`config.mk`:
```
export PLATFORM = sky130hd
export DESIGN_NAME = ext_bus_arbiter_flat
export DESIGN_NICKNAME = d
export VERILOG_FILES = /design/src/rtl/ext_bus_arbiter_if.sv /design/src/rtl/ext_bus_arbiter.sv /design/src/flat_wrapper.sv
export SDC_FILE = /design/constraint.sdc
export NUM_CORES = 1
export LEC_CHECK = 0
export CORE_MARGIN = 5
export CORE_UTILIZATION = 40
export DETAILED_ROUTE_END_ITERATION = 10
export PLACE_DENSITY = 0.8
export SETUP_SLACK_MARGIN = 0.1
export SKIP_CTS_REPAIR_TIMING = 1
export SYNTH_ARGS = -nofsm -noshare
export SYNTH_HDL_FRONTEND = slang
export SYNTH_SLANG_ARGS = --single-unit
```
`constraint.sdc`:
```
create_clock -name clk_clk -period 1.9 [get_ports clk_clk]
set_input_delay 0.285 -clock clk_clk [delete_from_list [all_inputs] [get_ports clk_clk]]
set_output_delay 0.285 -clock clk_clk [all_outputs]
set_load 0.005 [all_outputs]
```
`src/rtl/ext_bus_arbiter_if.sv`:
```
// ext_bus_if: one External-bus style request/response channel.
//   bus_enable  request strobe, held by the requester until acknowledge
//   address     ADDR_W-bit target address
//   byte_enable DATA_W/8 byte lanes
//   rw          1 = read, 0 = write
//   write_data  DATA_W-bit write payload
//   read_data   DATA_W-bit read payload returned with acknowledge
//   acknowledge one-cycle completion pulse
//   irq         interrupt line (responder to requester)
// Modports:
//   master - the side issuing requests (drives bus_enable..write_data)
//   slave  - the side answering requests (drives read_data, acknowledge, irq)
interface ext_bus_if #(
  parameter int ADDR_W = 11,
  parameter int DATA_W = 16
);
  localparam int BE_W = DATA_W / 8;

  logic              bus_enable;
  logic [ADDR_W-1:0] address;
  logic [BE_W-1:0]   byte_enable;
  logic              rw;
  logic [DATA_W-1:0] write_data;
  logic [DATA_W-1:0] read_data;
  logic              acknowledge;
  logic              irq;

  modport master (
    output bus_enable, address, byte_enable, rw, write_data,
    input  read_data, acknowledge, irq
  );

  modport slave (
    input  bus_enable, address, byte_enable, rw, write_data,
    output read_data, acknowledge, irq
  );
endinterface

```
`src/rtl/ext_bus_arbiter.sv`:
```
// ext_bus_arbiter: round-robin arbiter letting two External-bus requesters
// share one slave. One transaction at a time; the grant is held until the
// slave acknowledges, then a one-cycle acknowledge is returned to the winner.
// The slave interrupt is registered and fanned out to both requesters.
// Ports:
//   clk_clk       single rising-edge clock
//   reset         synchronous active-high reset
//   m0, m1        requester channels (ext_bus_if.slave)
//   s             shared slave channel (ext_bus_if.master)
//   grant         index of current / last granted requester
//   timeout_flag  sticky access-timeout indicator
// Optional feature: define ARB_TIMEOUT_EN to force completion of an access
// after TIMEOUT_CYCLES cycles without slave acknowledge, returning
// TIMEOUT_RDATA and setting timeout_flag. Without it timeout_flag is 0.
module ext_bus_arbiter #(
  parameter int ADDR_W = 11,
  parameter int DATA_W = 16
`ifdef ARB_TIMEOUT_EN
  ,
  parameter int                TIMEOUT_CYCLES = 255,
  parameter logic [DATA_W-1:0] TIMEOUT_RDATA  = DATA_W'(16'hDEAD)
`endif
) (
  input  logic      clk_clk,
  input  logic      reset,
  ext_bus_if.slave  m0,
  ext_bus_if.slave  m1,
  ext_bus_if.master s,
  output logic      grant,
  output logic      timeout_flag
);
  localparam int BE_W = DATA_W / 8;

  typedef enum logic [1:0] {
    ST_IDLE   = 2'd0,
    ST_ACCESS = 2'd1,
    ST_DONE   = 2'd2
  } state_t;

  state_t            state_r, state_s;
  logic              winner_s, start_s, finish_s, expire_s;
  logic [DATA_W-1:0] cap_data_s;

  logic              grant_r, last_grant_r;
  logic              bus_en_r, rw_r;
  logic [ADDR_W-1:0] address_r;
  logic [BE_W-1:0]   byte_en_r;
  logic [DATA_W-1:0] wdata_r;
  logic [DATA_W-1:0] m0_rdata_r, m1_rdata_r;
  logic              m0_ack_r, m1_ack_r, irq_r;

`ifdef ARB_TIMEOUT_EN
  localparam int CNT_W = $clog2(TIMEOUT_CYCLES + 1);
  logic [CNT_W-1:0] tmo_cnt_r;
  logic             timeout_flag_r, timeout_hit_s;

  assign expire_s      = (tmo_cnt_r == CNT_W'(TIMEOUT_CYCLES - 1));
  // Slave acknowledge on the terminal cycle takes precedence over the timeout.
  assign timeout_hit_s = (state_r == ST_ACCESS) && !s.acknowledge && expire_s;
  assign timeout_flag  = timeout_flag_r;

  // Access-cycle counter, restarted on every ACCESS entry.
  always_ff @(posedge clk_clk) begin
    if (reset) begin
      tmo_cnt_r <= '0;
    end else if (start_s) begin
      tmo_cnt_r <= '0;
    end else if (state_r == ST_ACCESS) begin
      tmo_cnt_r <= tmo_cnt_r + CNT_W'(1);
    end else begin
      tmo_cnt_r <= tmo_cnt_r;
    end
  end

  // Sticky timeout indicator, cleared only by reset.
  always_ff @(posedge clk_clk) begin
    if (reset) begin
      timeout_flag_r <= 1'b0;
    end else if (timeout_hit_s) begin
      timeout_flag_r <= 1'b1;
    end else begin
      timeout_flag_r <= timeout_flag_r;
    end
  end

  // Read data returned to the requester: slave data or the timeout pattern.
  always_comb begin
    cap_data_s = s.read_data;
    if (timeout_hit_s) begin
      cap_data_s = TIMEOUT_RDATA;
    end else begin
      cap_data_s = s.read_data;
    end
  end
`else
  assign expire_s     = 1'b0;
  assign timeout_flag = 1'b0;

  // Read data returned to the requester comes straight from the slave.
  always_comb begin
    cap_data_s = s.read_data;
  end
`endif

  // FSM state register.
  always_ff @(posedge clk_clk) begin
    if (reset) begin
      state_r <= ST_IDLE;
    end else begin
      state_r <= state_s;
    end
  end

  // Next-state, arbitration and transaction start/finish strobes.
  always_comb begin
    state_s  = state_r;
    winner_s = last_grant_r;
    start_s  = 1'b0;
    finish_s = 1'b0;
    case (state_r)
      ST_IDLE: begin
        if (m0.bus_enable && m1.bus_enable) begin
          winner_s = ~last_grant_r;
          start_s  = 1'b1;
          state_s  = ST_ACCESS;
        end else if (m0.bus_enable) begin
          winner_s = 1'b0;
          start_s  = 1'b1;
          state_s  = ST_ACCESS;
        end else if (m1.bus_enable) begin
          winner_s = 1'b1;
          start_s  = 1'b1;
          state_s  = ST_ACCESS;
        end else begin
          state_s = ST_IDLE;
        end
      end
      ST_ACCESS: begin
        if (s.acknowledge || expire_s) begin
          finish_s = 1'b1;
          state_s  = ST_DONE;
        end else begin
          state_s = ST_ACCESS;
        end
      end
      ST_DONE: begin
        state_s = ST_IDLE;
      end
      default: begin
        state_s = ST_IDLE;
      end
    endcase
  end

  // Registered slave request, grant, acknowledges and read-data holding.
  always_ff @(posedge clk_clk) begin
    if (reset) begin
      grant_r      <= 1'b0;
      last_grant_r <= 1'b1;
      bus_en_r     <= 1'b0;
      rw_r         <= 1'b0;
      address_r    <= '0;
      byte_en_r    <= '0;
      wdata_r      <= '0;
      m0_rdata_r   <= '0;
      m1_rdata_r   <= '0;
      m0_ack_r     <= 1'b0;
      m1_ack_r     <= 1'b0;
      irq_r        <= 1'b0;
    end else begin
      irq_r    <= s.irq;
      m0_ack_r <= finish_s && !grant_r;
      m1_ack_r <= finish_s && grant_r;
      if (start_s) begin
        // Fields are frozen here; requester changes during ACCESS are ignored.
        grant_r      <= winner_s;
        last_grant_r <= winner_s;
        bus_en_r     <= 1'b1;
        rw_r         <= winner_s ? m1.rw          : m0.rw;
        address_r    <= winner_s ? m1.address     : m0.address;
        byte_en_r    <= winner_s ? m1.byte_enable : m0.byte_enable;
        wdata_r      <= winner_s ? m1.write_data  : m0.write_data;
      end else if (finish_s) begin
        bus_en_r <= 1'b0;
      end else begin
        bus_en_r <= bus_en_r;
      end
      // Writes leave the requester's read data untouched.
      if (finish_s && rw_r && !grant_r) begin
        m0_rdata_r <= cap_data_s;
      end else if (finish_s && rw_r && grant_r) begin
        m1_rdata_r <= cap_data_s;
      end else begin
        m0_rdata_r <= m0_rdata_r;
        m1_rdata_r <= m1_rdata_r;
      end
    end
  end

  assign grant          = grant_r;
  assign s.bus_enable   = bus_en_r;
  assign s.address      = address_r;
  assign s.byte_enable  = byte_en_r;
  assign s.rw           = rw_r;
  assign s.write_data   = wdata_r;
  assign m0.read_data   = m0_rdata_r;
  assign m0.acknowledge = m0_ack_r;
  assign m0.irq         = irq_r;
  assign m1.read_data   = m1_rdata_r;
  assign m1.acknowledge = m1_ack_r;
  assign m1.irq         = irq_r;
endmodule
```
`src/flat_wrapper.sv`:
```
// flat-port wrapper written by rule: the top's interface ports become plain ports
module ext_bus_arbiter_flat 
#(
  parameter int ADDR_W = 11,
  parameter int DATA_W = 16

)
  (clk_clk, reset, grant, timeout_flag, m0_bus_enable, m0_address, m0_byte_enable, m0_rw, m0_write_data, m0_read_data, m0_acknowledge, m0_irq, m1_bus_enable, m1_address, m1_byte_enable, m1_rw, m1_write_data, m1_read_data, m1_acknowledge, m1_irq, s_bus_enable, s_address, s_byte_enable, s_rw, s_write_data, s_read_data, s_acknowledge, s_irq);
  ext_bus_if #(.ADDR_W(ADDR_W), .DATA_W(DATA_W)) m0_i ();
  ext_bus_if #(.ADDR_W(ADDR_W), .DATA_W(DATA_W)) m1_i ();
  ext_bus_if #(.ADDR_W(ADDR_W), .DATA_W(DATA_W)) s_i ();
  input  logic clk_clk;
  input  logic reset;
  output logic grant;
  output logic timeout_flag;
  input wire logic [$bits(m0_i.bus_enable)-1:0] m0_bus_enable;
  input wire logic [$bits(m0_i.address)-1:0] m0_address;
  input wire logic [$bits(m0_i.byte_enable)-1:0] m0_byte_enable;
  input wire logic [$bits(m0_i.rw)-1:0] m0_rw;
  input wire logic [$bits(m0_i.write_data)-1:0] m0_write_data;
  output wire logic [$bits(m0_i.read_data)-1:0] m0_read_data;
  output wire logic [$bits(m0_i.acknowledge)-1:0] m0_acknowledge;
  output wire logic [$bits(m0_i.irq)-1:0] m0_irq;
  input wire logic [$bits(m1_i.bus_enable)-1:0] m1_bus_enable;
  input wire logic [$bits(m1_i.address)-1:0] m1_address;
  input wire logic [$bits(m1_i.byte_enable)-1:0] m1_byte_enable;
  input wire logic [$bits(m1_i.rw)-1:0] m1_rw;
  input wire logic [$bits(m1_i.write_data)-1:0] m1_write_data;
  output wire logic [$bits(m1_i.read_data)-1:0] m1_read_data;
  output wire logic [$bits(m1_i.acknowledge)-1:0] m1_acknowledge;
  output wire logic [$bits(m1_i.irq)-1:0] m1_irq;
  output wire logic [$bits(s_i.bus_enable)-1:0] s_bus_enable;
  output wire logic [$bits(s_i.address)-1:0] s_address;
  output wire logic [$bits(s_i.byte_enable)-1:0] s_byte_enable;
  output wire logic [$bits(s_i.rw)-1:0] s_rw;
  output wire logic [$bits(s_i.write_data)-1:0] s_write_data;
  input wire logic [$bits(s_i.read_data)-1:0] s_read_data;
  input wire logic [$bits(s_i.acknowledge)-1:0] s_acknowledge;
  input wire logic [$bits(s_i.irq)-1:0] s_irq;
  assign m0_i.bus_enable = m0_bus_enable;
  assign m0_i.address = m0_address;
  assign m0_i.byte_enable = m0_byte_enable;
  assign m0_i.rw = m0_rw;
  assign m0_i.write_data = m0_write_data;
  assign m0_read_data = m0_i.read_data;
  assign m0_acknowledge = m0_i.acknowledge;
  assign m0_irq = m0_i.irq;
  assign m1_i.bus_enable = m1_bus_enable;
  assign m1_i.address = m1_address;
  assign m1_i.byte_enable = m1_byte_enable;
  assign m1_i.rw = m1_rw;
  assign m1_i.write_data = m1_write_data;
  assign m1_read_data = m1_i.read_data;
  assign m1_acknowledge = m1_i.acknowledge;
  assign m1_irq = m1_i.irq;
  assign s_bus_enable = s_i.bus_enable;
  assign s_address = s_i.address;
  assign s_byte_enable = s_i.byte_enable;
  assign s_rw = s_i.rw;
  assign s_write_data = s_i.write_data;
  assign s_i.read_data = s_read_data;
  assign s_i.acknowledge = s_acknowledge;
  assign s_i.irq = s_irq;
  ext_bus_arbiter #(.ADDR_W(ADDR_W), .DATA_W(DATA_W)) u_core (.clk_clk(clk_clk), .reset(reset), .m0(m0_i), .m1(m1_i), .s(s_i), .grant(grant), .timeout_flag(timeout_flag));
endmodule
```
* After elaboration in Yosys (flattened, before gate mapping)
Index checks and enable logic that the tools add are counted.
** Cells by class
- $add $sub $neg :: 0
- $mul :: 0
- $lt $le $gt $ge :: 0
- Reductions and logical operators :: 10
- Muxes and demuxes :: 21
- Bitwise logic cells :: 2
- Equal/unequal tests :: 1
- Divide/modulo/power cells :: 0
- Shift operators :: 0
** Operators by type and width (count)
- 16-bit 2-to-1 mux :: 1
- 1-bit 2-to-1 mux :: 14
- 11-bit 2-to-1 mux :: 1
- 2-bit 2-to-1 mux :: 4
- 1-bit logical AND :: 6
- 2-bit case mux with 2 select lines :: 1
- 2-bit by 1-bit equality test with 1-bit output (second input constant) :: 1
- 2-bit logical NOT :: 1
- 1-bit inverter :: 2
- 2-bit AND reduction :: 1
- 2-bit nonzero test :: 1
- 1-bit logical NOT :: 1
** Word-level totals
- Bits in read-only memories :: 0
- Memory bits (writable) :: 0
- Latch bits :: 0
- Register bits :: 70
- Memories :: 0
- Logic and storage cells :: 47
- Input bits :: 82

* Longest topological paths before layout
- Word-level depth :: 6
- Mapped depth :: 5
- Mapped depth without buffers :: 3

* Worst setup path after synthesis
Ideal clock, no wire load.
- Path type :: reg2reg
- From :: reg u_core.state_r[0]
- To :: reg u_core.address_r[6] (netlist: u_core.s.address[6])
- Period minus slack after synthesis :: 1.414 ns
- Stages on the path, launching flop included :: 6
- Buffers on the path :: 2
- Arrival time :: 1.356 ns
- Library setup time :: 0.058 ns
- Slack :: 0.486 ns
- Cells stage by stage :: dfxtp_1 buf_6 or3b_4 nor3b_4 buf_6 a221o_2
** Between the ends
- Longest elaborated chain between the ends :: 3
- Elaborated cells between the ends (all ways) :: 4
- Those cells by class :: mux (3); reduce/logical (1)
** RTL lines
- from (decl) :: RTL line ext_bus_arbiter.sv:40 : state_t state_r, state_s;
- from (signal assigned) :: RTL line ext_bus_arbiter.sv:110 : state_r <= state_s;
- 2-bit logical NOT * :: RTL line ext_bus_arbiter.sv:120 : case (state_r)
- 1-bit 2-to-1 mux :: RTL line ext_bus_arbiter.sv:120
- 11-bit 2-to-1 mux :: RTL line ext_bus_arbiter.sv:180 : address_r <= winner_s ? m1.address : m0.address;
- to (signal assigned) :: RTL line ext_bus_arbiter.sv:180
- to (decl) :: RTL line ext_bus_arbiter.sv:46 : logic [ADDR_W-1:0] address_r;
Every way passes the cells marked *; elsewhere a longest branch is shown, timed or not.
A chain may end at the register's enable or synchronous reset.

* Worst setup path in the final report
- From :: reg u_core.grant_r (netlist: u_core.grant)
- To :: out grant
** RTL lines
- from (decl) :: RTL line ext_bus_arbiter.sv:44 : logic grant_r, last_grant_r;
- from (signal assigned) :: RTL line ext_bus_arbiter.sv:176 : grant_r <= winner_s;
- to (decl) :: RTL line flat_wrapper.sv:14 : output logic grant;
No word-level cell between the ends.

==> flow_summary_export.csv <==
group,metric,value,unit
die,start_util,41.2,%
placement,port_buffers,149,
synth,synth_edf_count,0,
setup_path,crit_chain,"clkdlybuf4s50_1",
power_and_ir_drop,power,3.22,mW
cts,ctsHtreeMaxLevel,3,
timing,drv_slew,0,
synth,synth_area_leaders,"dfxtp_1 47%, mux2i_1 11%, nand2b_1 10%",
routing,vias_per_cell,5.18,
routing,drtIter0Drc,61,
synth,syn_inst,268,
placement,place_area,0.00457,mm²
setup_path,crit_type,"reg2out",
power_and_ir_drop,cellPowerDensity,682,mW/mm²
timing,period_minus_slack,1.64,ns
final_layout,fill_cells,623,
die,rows,31,
final_layout,synthToLayoutAreaGrowth,57.8,%
synth,ys.warnings.count,0,
final_layout,layout-drive-gt1-share,12.8,%
setup_path,cp_top_family,"buffers and inverters",
timing,finalSetupViolCount,0,
routing,vias,2653,
power_and_ir_drop,pwr-share-seq,49.9,%
timing,layout_worst_path_cycle_share,86.2,%
run_status,outcome,"completed",
power_and_ir_drop,p_switching,0.769,mW
power_and_ir_drop,power_leakage,1.76,nW
synth,synth_ff_type,"dfxtp_1",
setup_path,cp_slowest_cell,"clkdlybuf4s50_1",
routing,totalWireLength,8860,µm
synth,synth_seq_cells,70,
die,die-height,96.5,µm
grt,grt_max_degree,40,
final_layout,nets,492,
setup_path,cp_data_required_time,1.62,ns
cts,root_buffer,"clkbuf_8",
cts,numCtsBuffers,9,
power_and_ir_drop,switching_share,23.9,%
placement,place_congestion,0.782,
power_and_ir_drop,p_comb_share,19.2,%
die,die-area,0.00931,mm²
die,ios,151,
cts,cts.clk_slew.worst_paths,0.07,ns
grt,antenna_found_initial,0,
cts,cts.path.max_buffers,2,
grt,grt_pass1_vias,2760,
cts,cts_tree,"yes",
synth,postSynthAreaPerCell,11.2,µm²
synth,syn-num-nets,350,
final_layout,n_antenna_cell,0,
die,core,0.00725,mm²
setup_path,cp.buffers_inverters,1,
setup_path,setup.worst_path.start_class,"flip-flop",
setup_path,cp-end-kind,"output pin",
routing,drc_errors,0,
routing,drt_first_pass_iters,4,
power_and_ir_drop,power.internal,2.45,mW
synth,synth_area,0.00299,mm²
setup_path,cp_slowest_stage_delay,0.56,ns
timing,max_freq,610,MHz
synth,ys_seq_area_share,46.8,%
cts,cts_sinks,70,
final_layout,stdcell_area,0.00472,mm²
routing,routedWlPerCell,17.3,µm
timing,hold_violations,0,
setup_path,ff2ff_setup_slack,0.27,ns
power_and_ir_drop,clkPwrFrac,31.0,%
timing,grt_setup_unrepaired,"false",
placement,dp_hpwl,6490,µm
cts,clock_latency,0.32,ns
synth,synth.distinct_cells,30,
synth,netlist.area_leader.share,46.8,%
power_and_ir_drop,peakVddDrop,0.301,mV
grt,grt_usage,19.2,%
die,die_width,96.5,µm
synth,synth_area_leader_cell,"dfxtp_1",
worst_hold_path,min_path_type,"reg2reg",
setup_path,path_max_fanout,8,
grt,grt_overflow,0,
synth,yosys-top-cells-count,"70 x dfxtp_1, 49 x nand2b_1, 32 x mux2i_1",
routing,ant_nets,0,
setup_path,crit_arrival,1.35,ns
grt,grt_pass1_wl,13900,µm
synth,synth_most_common_cell,"dfxtp_1",
synth,async_flop_share,0,%
timing,fin_skew,0.0113,ns
flow_run,maxCapViolCount,0,
==> worst reg2reg max path: stages, from the launching register on <==
cell	delay, ns
dfxtp_1	0.41
or3b_1	0.46
buf_4	0.19
nor4b_1	0.35
a221o_2	0.18
==> sequential cells by signal, summed over array words and instances, names as in the netlist <==
signal,cells
u_core.s.write_data,16
u_core.s.bus_enable,1
u_core.m1.acknowledge,1
u_core.state_r,2
u_core.m0.read_data,16
u_core.s.byte_enable,2
u_core.grant,1
u_core.last_grant_r,1
u_core.s.address,11
u_core.m1.read_data,16
u_core.s.rw,1
u_core.m0.acknowledge,1
u_core.m0.irq,1
==> path summary, 6_finish.rpt <==
kind / startpoint / to / cells after the start
worst max-delay path: u_core.grant / grant / 1
worst min-delay path: u_core.m0.read_data[3] / u_core.m0.read_data[3] / 2
worst max register to register: u_core.state_r[0] / u_core.s.address[0] / 4
worst min register to register: u_core.m0.read_data[3] / u_core.m0.read_data[3] / 2
==> cells in the final DEF (no fill, tap or decap), types with 2 or more instances in the layout <==
cell	n
a221o_1	7
a221o_2	23
buf_12	4
buf_4	8
clkbuf_1	2
clkbuf_8	10
clkdlybuf4s50_1	148
clkinv_2	2
dfxtp_1	70
mux2i_1	32
nand2b_1	49
nor2_1	4
nor2b_1	3
nor4b_1	30
==> kinds of logic after synthesis <==
family	count (synthesis)	synth area share (%)
AND/OR/NAND/NOR	98	23.6
flip-flops	70	46.8
AO/OA/AOI/OAI	36	12.5
multiplexers	32	10.7
buffers and inverters	31	6.19
other	1	0.125
==> final cells by class <==
cell class                 instances  area (µm²)  area share, %
clock inverter                     2        10.0          0.212
multi-input combinational        167        1410           29.9
sequential                        70        1400           29.7
timing repair buffer             161        1630           34.4
clock buffer                      12         145           3.07
tap                               99         124           2.62
inverter                           1        3.75         0.0795
==> power by group through the flow <==
stage	clock, mW	sequential, mW	combinational (mW)
after floorplan	0	1.63	0.246
after global placement	0	1.63	0.608
after detailed placement	0	1.63	0.618
after CTS	1.03	1.60	0.621
after global routing	1.11	1.61	0.657
final	0.998	1.61	0.618
==> per-stage QoR <==
step                worst slack [ns]  util, %  instances   TNS, ns  hold slack, ns
CTS                            0.250     65.1        512         0           0.480
finish                         0.262     65.1        512         0           0.473
floorplan                      0.486        -        268         0           0.402
detailed placement          -0.00532     63.0        498  -0.00532           0.463
global placement              0.0109     63.0        498         0           0.459
global route                   0.148     65.1        512         0           0.499
==> routing by layer <==
layer	track usage (%)	vias up	wire (µm)	part of all wire, %
li1	-	1275	-	-
met1	22.7	1271	3500	40
met2	33.8	94	4690	53
met3	4.65	13	519	5.9
met4	6.78	0	148	1.7
met5	0	-	0	0
Note: power is estimated with default switching activity, not from simulation.
